<file path="src/rtl/alu_share_ctrl_pkg.sv">
`default_nettype none
// +-----------------------------------------------------------------------+
// | alu_share_ctrl_pkg: op codes, flag indices and op legality for the    |
// | shared-ALU controller.                            Revision: 1.0       |
// +-----------------------------------------------------------------------+
package alu_share_ctrl_pkg;

  typedef logic [2:0] alu_op_t;

  localparam alu_op_t ALU_ADD = 3'b000;
  localparam alu_op_t ALU_SUB = 3'b001;
  localparam alu_op_t ALU_AND = 3'b010;
  localparam alu_op_t ALU_OR  = 3'b011;
  localparam alu_op_t ALU_SLT = 3'b101;
  localparam alu_op_t ALU_XOR = 3'b111;

  localparam int FLG_N = 3;
  localparam int FLG_Z = 2;
  localparam int FLG_C = 1;
  localparam int FLG_V = 0;

  function automatic logic op_is_legal(input alu_op_t op);
    logic legal;
    case (op)
      ALU_ADD, ALU_SUB, ALU_AND, ALU_OR, ALU_SLT, ALU_XOR: legal = 1'b1;
      default:                                             legal = 1'b0;
    endcase
    return legal;
  endfunction

endpackage
`default_nettype wire

</file>
<file path="src/rtl/alu.sv">
`default_nettype none
// +-----------------------------------------------------------------------+
// | alu: combinational ALU with {N,Z,C,V} flags.       Revision: 1.0      |
// +-----------------------------------------------------------------------+
module alu
  import alu_share_ctrl_pkg::*;
#(
  parameter int WIDTH = 32
) (
  input  logic [WIDTH-1:0] a,
  input  logic [WIDTH-1:0] b,
  input  logic [2:0]       op,
  output logic [WIDTH-1:0] result,
  output logic [3:0]       flags
);

  logic [WIDTH-1:0] b_eff;
  logic             cin;
  logic [WIDTH:0]   sum;
  logic             carry;
  logic             ovf;

  always_comb begin
    // SUB is a + ~b + 1, so C is the carry-out (set when no borrow)
    cin    = (op == ALU_SUB);
    b_eff  = cin ? ~b : b;
    sum    = {1'b0, a} + {1'b0, b_eff} + {{WIDTH{1'b0}}, cin};
    result = '0;
    carry  = 1'b0;
    ovf    = 1'b0;
    case (op)
      ALU_ADD, ALU_SUB: begin
        result = sum[WIDTH-1:0];
        carry  = sum[WIDTH];
        ovf    = (a[WIDTH-1] == b_eff[WIDTH-1]) && (sum[WIDTH-1] != a[WIDTH-1]);
      end
      ALU_AND: result = a & b;
      ALU_OR:  result = a | b;
      ALU_XOR: result = a ^ b;
      ALU_SLT: result = {{(WIDTH-1){1'b0}}, ($signed(a) < $signed(b))};
      default: result = '0;
    endcase
    flags        = '0;
    flags[FLG_N] = result[WIDTH-1];
    flags[FLG_Z] = (result == '0);
    flags[FLG_C] = carry;
    flags[FLG_V] = ovf;
  end

endmodule
`default_nettype wire

</file>
<file path="src/rtl/alu_share_ctrl_rr_arb2.sv">
`default_nettype none
// +-----------------------------------------------------------------------+
// | rr_arb2: two-way round-robin arbiter; prio names the favoured side.   |
// |                                                   Revision: 1.0       |
// +-----------------------------------------------------------------------+
module rr_arb2 (
  input  logic       clk,
  input  logic       rst,
  input  logic [1:0] req,
  input  logic       en,
  output logic [1:0] gnt
);

  logic prio_q;
  logic prio_d;

  always_comb begin
    gnt = 2'b00;
    if (en) begin
      case (req)
        2'b01:   gnt = 2'b01;
        2'b10:   gnt = 2'b10;
        2'b11:   gnt = prio_q ? 2'b10 : 2'b01;
        default: gnt = 2'b00;
      endcase
    end
    // favour the loser next time; hold when idle
    prio_d = prio_q;
    if (gnt != 2'b00) prio_d = gnt[0];
  end

  always_ff @(posedge clk or posedge rst) begin
    if (rst) prio_q <= 1'b0;
    else     prio_q <= prio_d;
  end

endmodule
`default_nettype wire

</file>
<file path="src/rtl/alu_share_ctrl.sv">
`default_nettype none
// +-----------------------------------------------------------------------+
// | alu_share_ctrl: shares one ALU between two requesters with a          |
// | single-entry response buffer.                     Revision: 1.0       |
// +-----------------------------------------------------------------------+
module alu_share_ctrl
  import alu_share_ctrl_pkg::*;
#(
  parameter int WIDTH = 32,
  parameter int TAG_W = 4
) (
  input  logic             clk,
  input  logic             rst,
  input  logic             req0_valid,
  output logic             req0_ready,
  input  logic [WIDTH-1:0] req0_a,
  input  logic [WIDTH-1:0] req0_b,
  input  logic [2:0]       req0_op,
  input  logic [TAG_W-1:0] req0_tag,
  input  logic             req1_valid,
  output logic             req1_ready,
  input  logic [WIDTH-1:0] req1_a,
  input  logic [WIDTH-1:0] req1_b,
  input  logic [2:0]       req1_op,
  input  logic [TAG_W-1:0] req1_tag,
  output logic             rsp_valid,
  input  logic             rsp_ready,
  output logic             rsp_id,
  output logic [TAG_W-1:0] rsp_tag,
  output logic [WIDTH-1:0] rsp_result,
  output logic [3:0]       rsp_flags,
  output logic             rsp_err
);

  logic             rsp_valid_q, rsp_valid_d;
  logic             rsp_id_q,    rsp_id_d;
  logic [TAG_W-1:0] rsp_tag_q,   rsp_tag_d;
  logic [WIDTH-1:0] rsp_result_q, rsp_result_d;
  logic [3:0]       rsp_flags_q, rsp_flags_d;
  logic             rsp_err_q,   rsp_err_d;

  logic             can_issue;
  logic             arb_en;
  logic [1:0]       gnt;
  logic             sel;
  logic [WIDTH-1:0] alu_a, alu_b;
  logic [2:0]       alu_op;
  logic [TAG_W-1:0] sel_tag;
  logic [WIDTH-1:0] alu_result;
  logic [3:0]       alu_flags;

  // readiness is forced low while reset is asserted
  assign can_issue = !rsp_valid_q || rsp_ready;
  assign arb_en    = can_issue && !rst;

  rr_arb2 u_arb (
    .clk (clk),
    .rst (rst),
    .req ({req1_valid, req0_valid}),
    .en  (arb_en),
    .gnt (gnt)
  );

  assign req0_ready = gnt[0];
  assign req1_ready = gnt[1];
  assign sel        = gnt[1];

  always_comb begin
    alu_a   = sel ? req1_a   : req0_a;
    alu_b   = sel ? req1_b   : req0_b;
    alu_op  = sel ? req1_op  : req0_op;
    sel_tag = sel ? req1_tag : req0_tag;
  end

  alu #(.WIDTH(WIDTH)) u_alu (
    .a      (alu_a),
    .b      (alu_b),
    .op     (alu_op),
    .result (alu_result),
    .flags  (alu_flags)
  );

  always_comb begin
    rsp_valid_d  = rsp_valid_q;
    rsp_id_d     = rsp_id_q;
    rsp_tag_d    = rsp_tag_q;
    rsp_result_d = rsp_result_q;
    rsp_flags_d  = rsp_flags_q;
    rsp_err_d    = rsp_err_q;
    if (gnt != 2'b00) begin
      rsp_valid_d = 1'b1;
      rsp_id_d    = sel;
      rsp_tag_d   = sel_tag;
      if (op_is_legal(alu_op)) begin
        rsp_result_d = alu_result;
        rsp_flags_d  = alu_flags;
        rsp_err_d    = 1'b0;
      end else begin
        rsp_result_d       = '0;
        rsp_flags_d        = '0;
        rsp_flags_d[FLG_Z] = 1'b1;
        rsp_err_d          = 1'b1;
      end
    end else if (rsp_ready) begin
      rsp_valid_d = 1'b0;
    end
  end

  always_ff @(posedge clk or posedge rst) begin
    if (rst) begin
      rsp_valid_q  <= 1'b0;
      rsp_id_q     <= 1'b0;
      rsp_tag_q    <= '0;
      rsp_result_q <= '0;
      rsp_flags_q  <= '0;
      rsp_err_q    <= 1'b0;
    end else begin
      rsp_valid_q  <= rsp_valid_d;
      rsp_id_q     <= rsp_id_d;
      rsp_tag_q    <= rsp_tag_d;
      rsp_result_q <= rsp_result_d;
      rsp_flags_q  <= rsp_flags_d;
      rsp_err_q    <= rsp_err_d;
    end
  end

  assign rsp_valid  = rsp_valid_q;
  assign rsp_id     = rsp_id_q;
  assign rsp_tag    = rsp_tag_q;
  assign rsp_result = rsp_result_q;
  assign rsp_flags  = rsp_flags_q;
  assign rsp_err    = rsp_err_q;

endmodule
`default_nettype wire

</file>
<file path="config.mk">
export PLATFORM = sky130hd
export DESIGN_NAME = alu_share_ctrl
export DESIGN_NICKNAME = d
export VERILOG_FILES = /design/src/rtl/alu_share_ctrl_pkg.sv /design/src/rtl/alu.sv /design/src/rtl/alu_share_ctrl_rr_arb2.sv /design/src/rtl/alu_share_ctrl.sv
export SDC_FILE = /design/constraint.sdc
export NUM_CORES = 1
export LEC_CHECK = 0
export BUFFER_PORTS_ARGS = -buffer_cell sky130_fd_sc_hd__buf_2
export CORE_MARGIN = 10
export CORE_UTILIZATION = 45
export CTS_BUF_LIST = sky130_fd_sc_hd__clkbuf_16
export DETAILED_ROUTE_END_ITERATION = 8
export GPL_TIMING_DRIVEN = 0
export PLACE_DENSITY = 0.69
export SYNTH_ARGS = -nofsm -noshare
export SYNTH_HDL_FRONTEND = slang
export SYNTH_SLANG_ARGS = --single-unit
</file>
<file path="constraint.sdc">
create_clock -name clk -period 13.2 [get_ports clk]
set_input_delay 0.66 -clock clk [delete_from_list [all_inputs] [get_ports clk]]
set_output_delay 0.66 -clock clk [all_outputs]
set_load 0.1 [all_outputs]
</file>
==> results.md, run 1 <==
Critical path:
- At the worst endpoint, the required time is 13.40 ns.
- The largest single stage delay on the critical path is 0.76 ns.
- On the critical path the largest part of the delay comes from buffers and inverters.
- The cell count along the critical path is 25.
- The launching element of the worst setup path is rst.
- The type of the setup path with the least slack is in2reg.
- Counting cells, the worst reg-to-reg path comes to 21.
- The worst setup path is launched from a primary input.
- In this run the critical register-to-register path is launched from u_arb.prio_q$_DFFE_PP0P_.
- Counting both buffers and inverters, the worst setup path holds a total of 10.
- The slowest stage cell on the critical path is inv_2.
- In this run the worst path has a maximum fanout of 49.
- STA classifies the critical path endpoint as a flip-flop.
- At the worst endpoint, the arrival time is 8.11 ns.

GRT:
- The total grt overflow is 0.
- The first global-routing pass estimated 50.4 mm of wire.
- The largest net degree at the start of global routing is 50.
- The via count of the first global-routing pass is 8980.
- The number of antenna violations at the first check in global routing is 1.
- In the global route stage, overall resource usage came out at 26.6%.

Clock tree:
- The number of setup buffers added after CTS is 0.
- The TritonCTS clock tree is done.
- The number of gates given a new drive strength after cts is 0.
- The clock net sink count is 43.
- The insertion delay to the later sink of the worst-skew pair is 0.30 ns.
- The buffer cell driving the clock tree root is clkbuf_16.
- The total clock buffers created by CTS is 5.
- After clock tree synthesis, the flow added hold-fix buffers numbering 0.
- The H-tree was split into 2 levels.
- The longest clock path from root to sink contains 2 buffers.
- The clock transition at the registers of the reported paths is 0.06 ns.

Floorplanning:
- The area enclosed by the die boundary is 23600 sq um.
- The starting utilization of the core area is 46.1%.
- The number of rows created at floorplan is 48.
- The floorplan step defined a core boundary enclosing 17400 sq um.
- Pin placement for this block handled 192 I/O pins.
- The floorplan step set the die height to 154 um.
- The die is 154 um wide.

Layout:
- From synthesis to final layout, the design area changed by 17.2%.
- Cells with a size suffix above 1 make up 19.9% of the layout.
- Across the whole layout, storage elements account for 1080 sq um.
- The area of the multi-input gates is 6360 sq um.
- The final-layout fill cell count is 1772.
- For this run, the post-layout net count is 1512.

Logic synthesis:
- The library cell with the largest summed area after synthesis is ha_1.
- The proportion of synthesized flip-flops having asynchronous set or reset is 100%.
- The number of synthesized register bits is 43.
- By area, the combinational part of the netlist is dominated by compound AO/OA/AOI/OAI gates.
- After synthesis, flip-flops and latches occupy 13.4% of the total area.
- By area the synthesized netlist is led by ha_1 16%, dfrtp_1 13%, nand2_1 8.6%.
- The number of enable flip-flop cells after synthesis is 0.
- In this run the mean area of a mapped cell was 7.53 sq um.
- The synthesized design devotes to its leading area cell type 15.9% of total area.
- The synthesized netlist devotes 25.9% of its cell area to compound gates.
- For this run, the number of Yosys warnings is 0.
- Yosys instantiated no cell more often than nand2_1.
- The gate count of the mapped netlist is 1066.
- The synthesized-area fraction occupied by and/or/nand/nor cells is 20.7%.
- The xor and xnor fraction of the mapped netlist area is 5.78%.
- Among all flip-flop cells after synthesis, the most frequent one is dfrtp_1.
- The synthesized net count is 1316.
- Counting instances in the post-synthesis netlist gives the leading cell types as 184 x nand2_1, 102 x ha_1, 70 x inv_1, 68 x mux2i_1, 61 x a21oi_1.
- Counting distinct cell types in the post-synthesis netlist gives 84.
- The post-synthesis adder-cell area fraction is 16.1%.
- After synthesis, the share of cell area in mux cells is 10.7%.
- The combined area of all synthesized cells is 8030 sq um.

STA:
- Derived from the worst setup path, the maximum achievable clock frequency is 126 MHz.
- At the pin with the least slew margin, the transition time is 1.10 ns.
- Setup repair after global routing left no endpoint under its margin.
- In this run the tightest slew margin relative to its limit is 26.7%.
- The maximum clock skew at final layout is 0.0131 ns.
- Setup total negative slack on the finished layout was measured at 0 ns.
- On the final layout, the worst hold slack is 0.469 ns.
- The number of setup violations in the final report is 0.
- The final max-slew violation count came to 0.
- The final-report hold violation count came to 0.
- The post-layout minimum cycle time is 7.91 ns.
- The share of the cycle needed by the critical path after routing is 59.9%.

Job:
- The max-cap check violation count is 0.

Placement:
- During placement, the flow inserted port buffers numbering 189.
- The HPWL after detailed placement is 27.0 mm.
- Routability-driven placement finished with a final weighted congestion of 0.994.

Route:
- The detailed router finished its first iteration with 1035 violations.
- In the final routed layout, each cell accounts on average for 22.3 um.
- The routed layout has 9040 vias.
- The count of nets left with antenna violations once routing finished came out at 0.
- The number of detailed-route iterations in the first pass is 5.
- The detailed-route wire length is 33.1 mm.
- The number of DRC violations after detailed routing is 0.
- Using the TritonRoute via totals, the vias-per-cell ratio works out to 6.07.

Power:
- The worst-case IR drop observed on VDD is 0.0855 mV.
- The switching power is 0.670 mW.
- The analysis attributes to cell leakage a power of 4.74 nW.
- In this run the power density over the cells is 120 nW/um^2.
- The proportion of total power due to net switching is 59.4%.
- Of the total power, the clock network draws 11.5%.
- Sequential cells burn 16.0% of the power.
- The internal portion of the total power is 0.458 mW.
- The share of power burned in combinational logic is 72.6%.

Hold path:
- The kind of path behind the tightest hold check is reg2reg.
- The depth of the worst hold-timing path is 2.
- The worst hold path begins at rsp_result[22]$_DFFE_PP0P_.

Run status:
- The run finished with clean final reports.
cells in the final DEF, fill, tap and decap left out, types with 25 or more instances in the layout:
cell type and instances:
xor2_1 28, nand2_1 184, dfrtp_1 43, buf_2 202, ha_1 102, o21ai_0 52, a21oi_1 61, inv_1 70
nand3_1 25, clkbuf_1 28, nor2_1 51, xnor2_1 25, mux2i_1 68
stage by stage:
stage | worst slack (ns) | std cells | cell area [sq um] | util, % | power, mW
6_report | 5.29 | 1489 | 9410 | 54.0 | 1.13
3_3_place_gp | 5.12 | 1480 | 9260 | 53.2 | 0.985
5_1_grt | 4.92 | 1489 | 9410 | 54.0 | 1.19
4_1_cts | 5.46 | 1488 | 9410 | 54.0 | 1.12
3_5_place_dp | 5.18 | 1480 | 9260 | 53.2 | 0.988
2_1_floorplan | 6.77 | 1066 | 8030 | - | 0.788
layout make-up:
cell class	instances	area share, %
inverter	74	2.98
clock buffer	5	1.33
timing repair buffer	189	10.1
antenna	1	0.0266
sequential	43	11.4
multi-input combinational	891	67.6
buffer	58	3.34
tap	225	2.99
clock inverter	3	0.253
worst paths after layout:
kind	end	slack [ns]
hold / removal	rsp_result[22]$_DFFE_PP0P_	0.47
min in group asynchronous	rsp_valid$_DFFE_PP0P_	0.65
max in group asynchronous	rsp_result[7]$_DFFE_PP0P_	11.87
setup reg to reg	rsp_flags[2]$_DFFE_PP0P_	5.84
hold reg to reg	rsp_result[22]$_DFFE_PP0P_	0.47
setup / recovery	rsp_flags[2]$_DFFE_PP0P_	5.29
routing by layer:
metal / GRT usage [%] / share of wire [%]
met2: 44.0 / 46
met5: 0 / 0
met3: 5.58 / 9.2
met4: 12.2 / 4.4
met1: 32.2 / 40
logic make-up (layout without fill, tap and decap cells):
logic type                 after synthesis  in the layout
and+or+nand+nor                        354            354
AOI/OAI and AO/OA                      298            298
buffers and inverters                  132            329
adders and majority gates              103            103
muxes                                   83             83
xor gates and xnor gates                53             53
DFF                                     43             43
other                                    0              1
sequential cells by signal, indices dropped and copies added (netlist names):
signal,cells
rsp_err,1
rsp_flags,3
rsp_id,1
rsp_result,32
rsp_tag,4
rsp_valid,1
u_arb.prio_q,1
power groups by stage:
| stage | Sequential [mW] | Combinational, mW | Clock (mW) |
|---|---|---|---|
| finish | 0.180 | 0.818 | 0.130 |
| global route | 0.185 | 0.872 | 0.137 |
| CTS | 0.180 | 0.809 | 0.133 |
| detailed placement | 0.183 | 0.805 | 0 |
| global placement | 0.182 | 0.803 | 0 |
| floorplan | 0.412 | 0.376 | 0 |
worst register-to-register path: stages (launching register included):
cell,delay [ns]
dfrtp_1,0.41
nand2b_4,0.19
nand4_4,0.22
buf_6,0.23
buf_2,0.28
buf_2,0.38
buf_1,0.69
buf_1,0.85
mux2i_1,0.47
inv_1,0.15
ha_1,0.33
clkbuf_1,0.22
a31oi_1,0.27
nand2_1,0.09
o31ai_1,0.65
o21bai_1,0.21
xnor2_1,0.18
a222oi_1,0.56
nand4_1,0.19
nor4_1,0.26
nand4_1,0.16
o32ai_2,0.27
(Power assumes the default switching activity.)
==> run 2, diff against run 1 <==
--- a/config.mk
+++ b/config.mk
@@ -5,13 +5,14 @@
 export SDC_FILE = /design/constraint.sdc
 export NUM_CORES = 1
 export LEC_CHECK = 0
+export ABC_AREA = 1
 export BUFFER_PORTS_ARGS = -buffer_cell sky130_fd_sc_hd__buf_2
 export CORE_MARGIN = 10
 export CORE_UTILIZATION = 45
 export CTS_BUF_LIST = sky130_fd_sc_hd__clkbuf_16
 export DETAILED_ROUTE_END_ITERATION = 8
 export GPL_TIMING_DRIVEN = 0
-export PLACE_DENSITY = 0.69
+export PLACE_DENSITY = 0.7
 export SYNTH_ARGS = -nofsm -noshare
 export SYNTH_HDL_FRONTEND = slang
 export SYNTH_SLANG_ARGS = --single-unit
==> constraint.sdc (replaced) <==
create_clock -name clk -period 7.3 [get_ports clk]
set_input_delay 0.365 -clock clk [delete_from_list [all_inputs] [get_ports clk]]
set_output_delay 0.365 -clock clk [all_outputs]
set_load 0.1 [all_outputs]
==> results.md, run 2 <==
Run status:
- The flow ran to the end, and the final reports show no timing, DRC or antenna violations.

STA:
- The relative slew slack came to 40.0% (+13 points).
- The maximum clock skew at final layout is 0.00441 ns (-0.00873 ns).
- The actual transition at the worst max-transition pin came to 0.890 ns (-0.209 ns).
- The final sum of negative setup slack came to 0 ns (unchanged).
- The worst path needs 5.82 ns of the cycle, external delays included.
- The final-report hold violation count is 0 (unchanged).
- The number of setup violations in the final report is 0 (unchanged).
- The final max-slew violation count is 0 (unchanged).
- Derived from the worst setup path, the maximum achievable clock frequency is 172 MHz.
- Setup repair after global routing left no endpoint under its margin.
- Dividing the final minimum period by the clock period gives 79.8%.

Route:
- The via count is 8513 (-5.8%).
- The number of violations reported at the end of detailed-routing iteration 0 was 651 (-37%).
- The met1 routed wirelength after detailed routing is 12.7 mm (-4.0%).
- The detailed-route wire length came to 26.9 mm (-19%).
- The total length of routed met2 wires is 11.7 mm (-24%).
- The number of DRC violations after detailed routing came to 0 (unchanged).
- The vias per cell is 5.23 (-14%).
- The number of detailed-route iterations in the first pass came to 5 (unchanged).
- The routed wire length per instance is 16.5 um (-26%).
- The routed length on met3 came to 2.00 mm (-34%).
- The highest metal layer used by the detailed router is met4.
- The remaining antenna violation count after routing is 0 (unchanged).

Floorplanning:
- The height of the die was 148 um (-3.7%).
- The count of boundary I/O pins is 192 (unchanged).
- The area inside the core boundary is 15900 sq um (-8.5%).
- The area enclosed by the die boundary came to 21900 sq um (-7.3%).
- The starting utilization of the core area is 46.1% (about the same).
- The number of rows created at floorplan is 46 (-4.2%).
- The overall die width came to 148 um (-3.7%).

Critical path:
- The worst setup path is of the reg2reg kind.
- The launching element of the worst setup path is rsp_valid$_DFFE_PP0P_.
- The kind of end point of the critical path is a flip-flop.
- The data arrival at the endpoint of the critical path is 6.04 ns (-2.07 ns).
- The maximum net fanout on the critical path came to 10 (-80%).
- STA classifies the critical path startpoint as a flip-flop.
- The launching point of the worst reg2reg path is rsp_valid$_DFFE_PP0P_.
- The required time of the critical path was 7.52 ns (-5.88 ns).

GRT:
- The via count of the first global-routing pass was 8260 (-8.0%).
- The largest net degree at the start of global routing was 44 (-12%).
- The total grt overflow is 0 (unchanged).
- The number of antenna violations at the first check in global routing was 0 (-1).
- The total track usage was 23.9% (-2.6 points).
- The global-route wire length before repair came to 43.1 mm (-15%).

Clock tree:
- The insertion delay to the later sink of the worst-skew pair is 0.28 ns (-0.02 ns).
- The clock transition at the registers of the reported paths was 0.06 ns (about the same).
- The clock net sink count is 43 (unchanged).
- The tree is rooted in a clkbuf_16.
- The buffers inserted during post-CTS setup optimization was 0 (unchanged).
- TritonCTS built the clock tree.
- The number of buffers inserted for hold repair after clock tree synthesis is 0 (unchanged).
- The maximum number of buffers from clock root to sink was 2 (unchanged).
- The maximum level of the CTS H-tree is 2 (unchanged).
- The number of gates given a new drive strength after cts is 0 (unchanged).
- The total clock buffers created by CTS was 5 (unchanged).

Logic synthesis:
- The post-synthesis cell type count was 45 (-46%).
- The synthesized net count was 1464 (+11%).
- By count the netlist is led by 378 x nand2_1, 157 x inv_1, 102 x ha_1, 92 x nor2_1, 73 x a21oi_1.
- The synthesized area per cell is 6.06 sq um (-20%).
- The predominant post-synthesis flop cell is dfrtp_1.
- The number of synthesis warnings is 0 (unchanged).
- The number of synthesized register bits came to 43 (unchanged).
- The portion of synthesized cell area occupied by the leading cell type is 19.3% (+3.4 points).
- Yosys attributes the largest share of cell area to nand2_1 19%, ha_1 17%, dfrtp_1 15%.
- The proportion of synthesized flip-flops having asynchronous set or reset came to 100% (unchanged).
- The proportion of synthesized chip area in sequential cells came to 14.6% (+1.2 points).
- The combined area of all synthesized cells is 7350 sq um (-8.4%).
- The library cell with the largest summed area after synthesis is nand2_1.
- The gate count of the mapped netlist is 1214 (+14%).
- The number of enable flip-flop cells after synthesis is 0 (unchanged).
- The most common cell in the netlist is nand2_1.

Power:
- The leakage power summed over all cells is 5.06 nW (+6.7%).
- The largest voltage drop on the vdd net was 0.310 mV (+260%).
- The power density normalized to cell area was 272 nW/um^2 (+130%).

Placement:
- The number of I/O port buffers is 191 (+1.1%).
- The post-placement cell area is 8580 sq um (-7.3%).
- The post-detailed-placement half-perimeter wirelength was 22.9 mm (-15%).
- The placer congestion estimate is 1.00 (+0.93%).

Layout:
- The layout overhead on the synthesized area is 18.6%.
- The total number of nets in the final design is 1662 (+9.9%).
- The flip-flop count of the largest register, all copies and words added is 32 (unchanged).
- The final core utilization is 54.7% (+0.68 points).
- The library cells used most frequently in the layout, excluding fill and tap cells, are 378 x nand2_1, 206 x buf_2, 156 x inv_1, 102 x ha_1, 92 x nor2_1.
- The share of cells above drive strength 1 is 18.8% (-1.0 points).
- Leaving out fill and tap cells, the most frequent cell in the layout is nand2_1.
- The count of inserted antenna diode cells is 0 (-1).
- The area of all placed cells without fillers came to 8720 sq um (-7.3%).

Hold path:
- The kind of path behind the tightest hold check is in2async.

Job:
- The max-cap check violation count is 0 (unchanged).
[run 2: final cells by class]
class | count | area [sq um]
Multi-Input combinational cell | 972 | 5490
Tap cell | 216 | 270
Inverter | 162 | 608
Timing Repair Buffer | 191 | 956
Buffer | 37 | 176
Clock inverter | 3 | 15.0
Sequential cell | 43 | 1080
Fill cell | 1708 | 7220
Clock buffer | 5 | 125
[run 2: per-stage QoR]
step	cells	setup WS, ns	hold slack, ns	power [mW]
finish	1629	1.48	0.289	2.37
global route	1629	0.834	0.359	2.55
CTS	1629	1.59	0.324	2.36
detailed placement	1621	1.57	0.460	2.14
global placement	1621	1.55	0.451	2.13
floorplan	1214	2.28	0.518	1.74
[run 2: where the power goes]
| part | switching (mW) | internal (mW) | leakage, nW |
|---|---|---|---|
| clock | 0.0889 | 0.124 | 0.0649 |
| combinational | 1.36 | 0.430 | 4.44 |
| sequential | 0.0443 | 0.319 | 0.553 |
| total | 1.50 | 0.874 | 5.06 |
[run 2: layer usage]
layer / vias up / track usage [%]
li1: 4329 / -
met5: - / 0
met3: 23 / 3.02
met2: 307 / 38.3
met1: 3854 / 33.6
met4: 0 / 4.86
[run 2: worst max-delay path, cell delays in order, from the launching register on]
cell	delay [ns]
dfrtp_1	0.41
a21oi_4	0.38
nand2_4	0.11
buf_6	0.17
o21ai_4	0.30
nand2_1	0.18
clkbuf_1	0.35
nor2_1	0.46
buf_2	0.42
xor2_1	0.13
ha_1	0.38
nand2_1	0.10
o21ai_0	0.39
a21oi_1	0.17
o21ai_0	0.42
a21oi_1	0.20
nor2_1	0.12
nor2_1	0.05
nor2_1	0.23
nand3_1	0.10
nor2_1	0.10
nand3_1	0.08
nor2_1	0.14
nand3_1	0.10
nor2_1	0.11
nand2_1	0.08
nand2_1	0.07
[run 2: worst paths after layout]
| kind | end | depth (start not counted) | slack (ns) |
|---|---|---|---|
| setup / recovery | rsp_flags[2]$_DFFE_PP0P_ | 26 | 1.48 |
| hold / removal | rsp_valid$_DFFE_PP0P_ | 2 | 0.29 |
| setup reg to reg | rsp_flags[2]$_DFFE_PP0P_ | 26 | 1.48 |
| hold reg to reg | rsp_result[1]$_DFFE_PP0P_ | 2 | 0.47 |
| max in group asynchronous | rsp_tag[0]$_DFFE_PP0P_ | 2 | 6.46 |
| min in group clk | rsp_valid$_DFFE_PP0P_ | 4 | 0.35 |
[run 2: logic make-up after synthesis]
logic type	synth area share, %
AND/OR/NAND/NOR	34.9
XOR/XNOR	4.41
flip-flops	14.6
AO/OA/AOI/OAI	17.8
adder cells (fa/ha/maj)	17.6
buffers and inverters	10.7
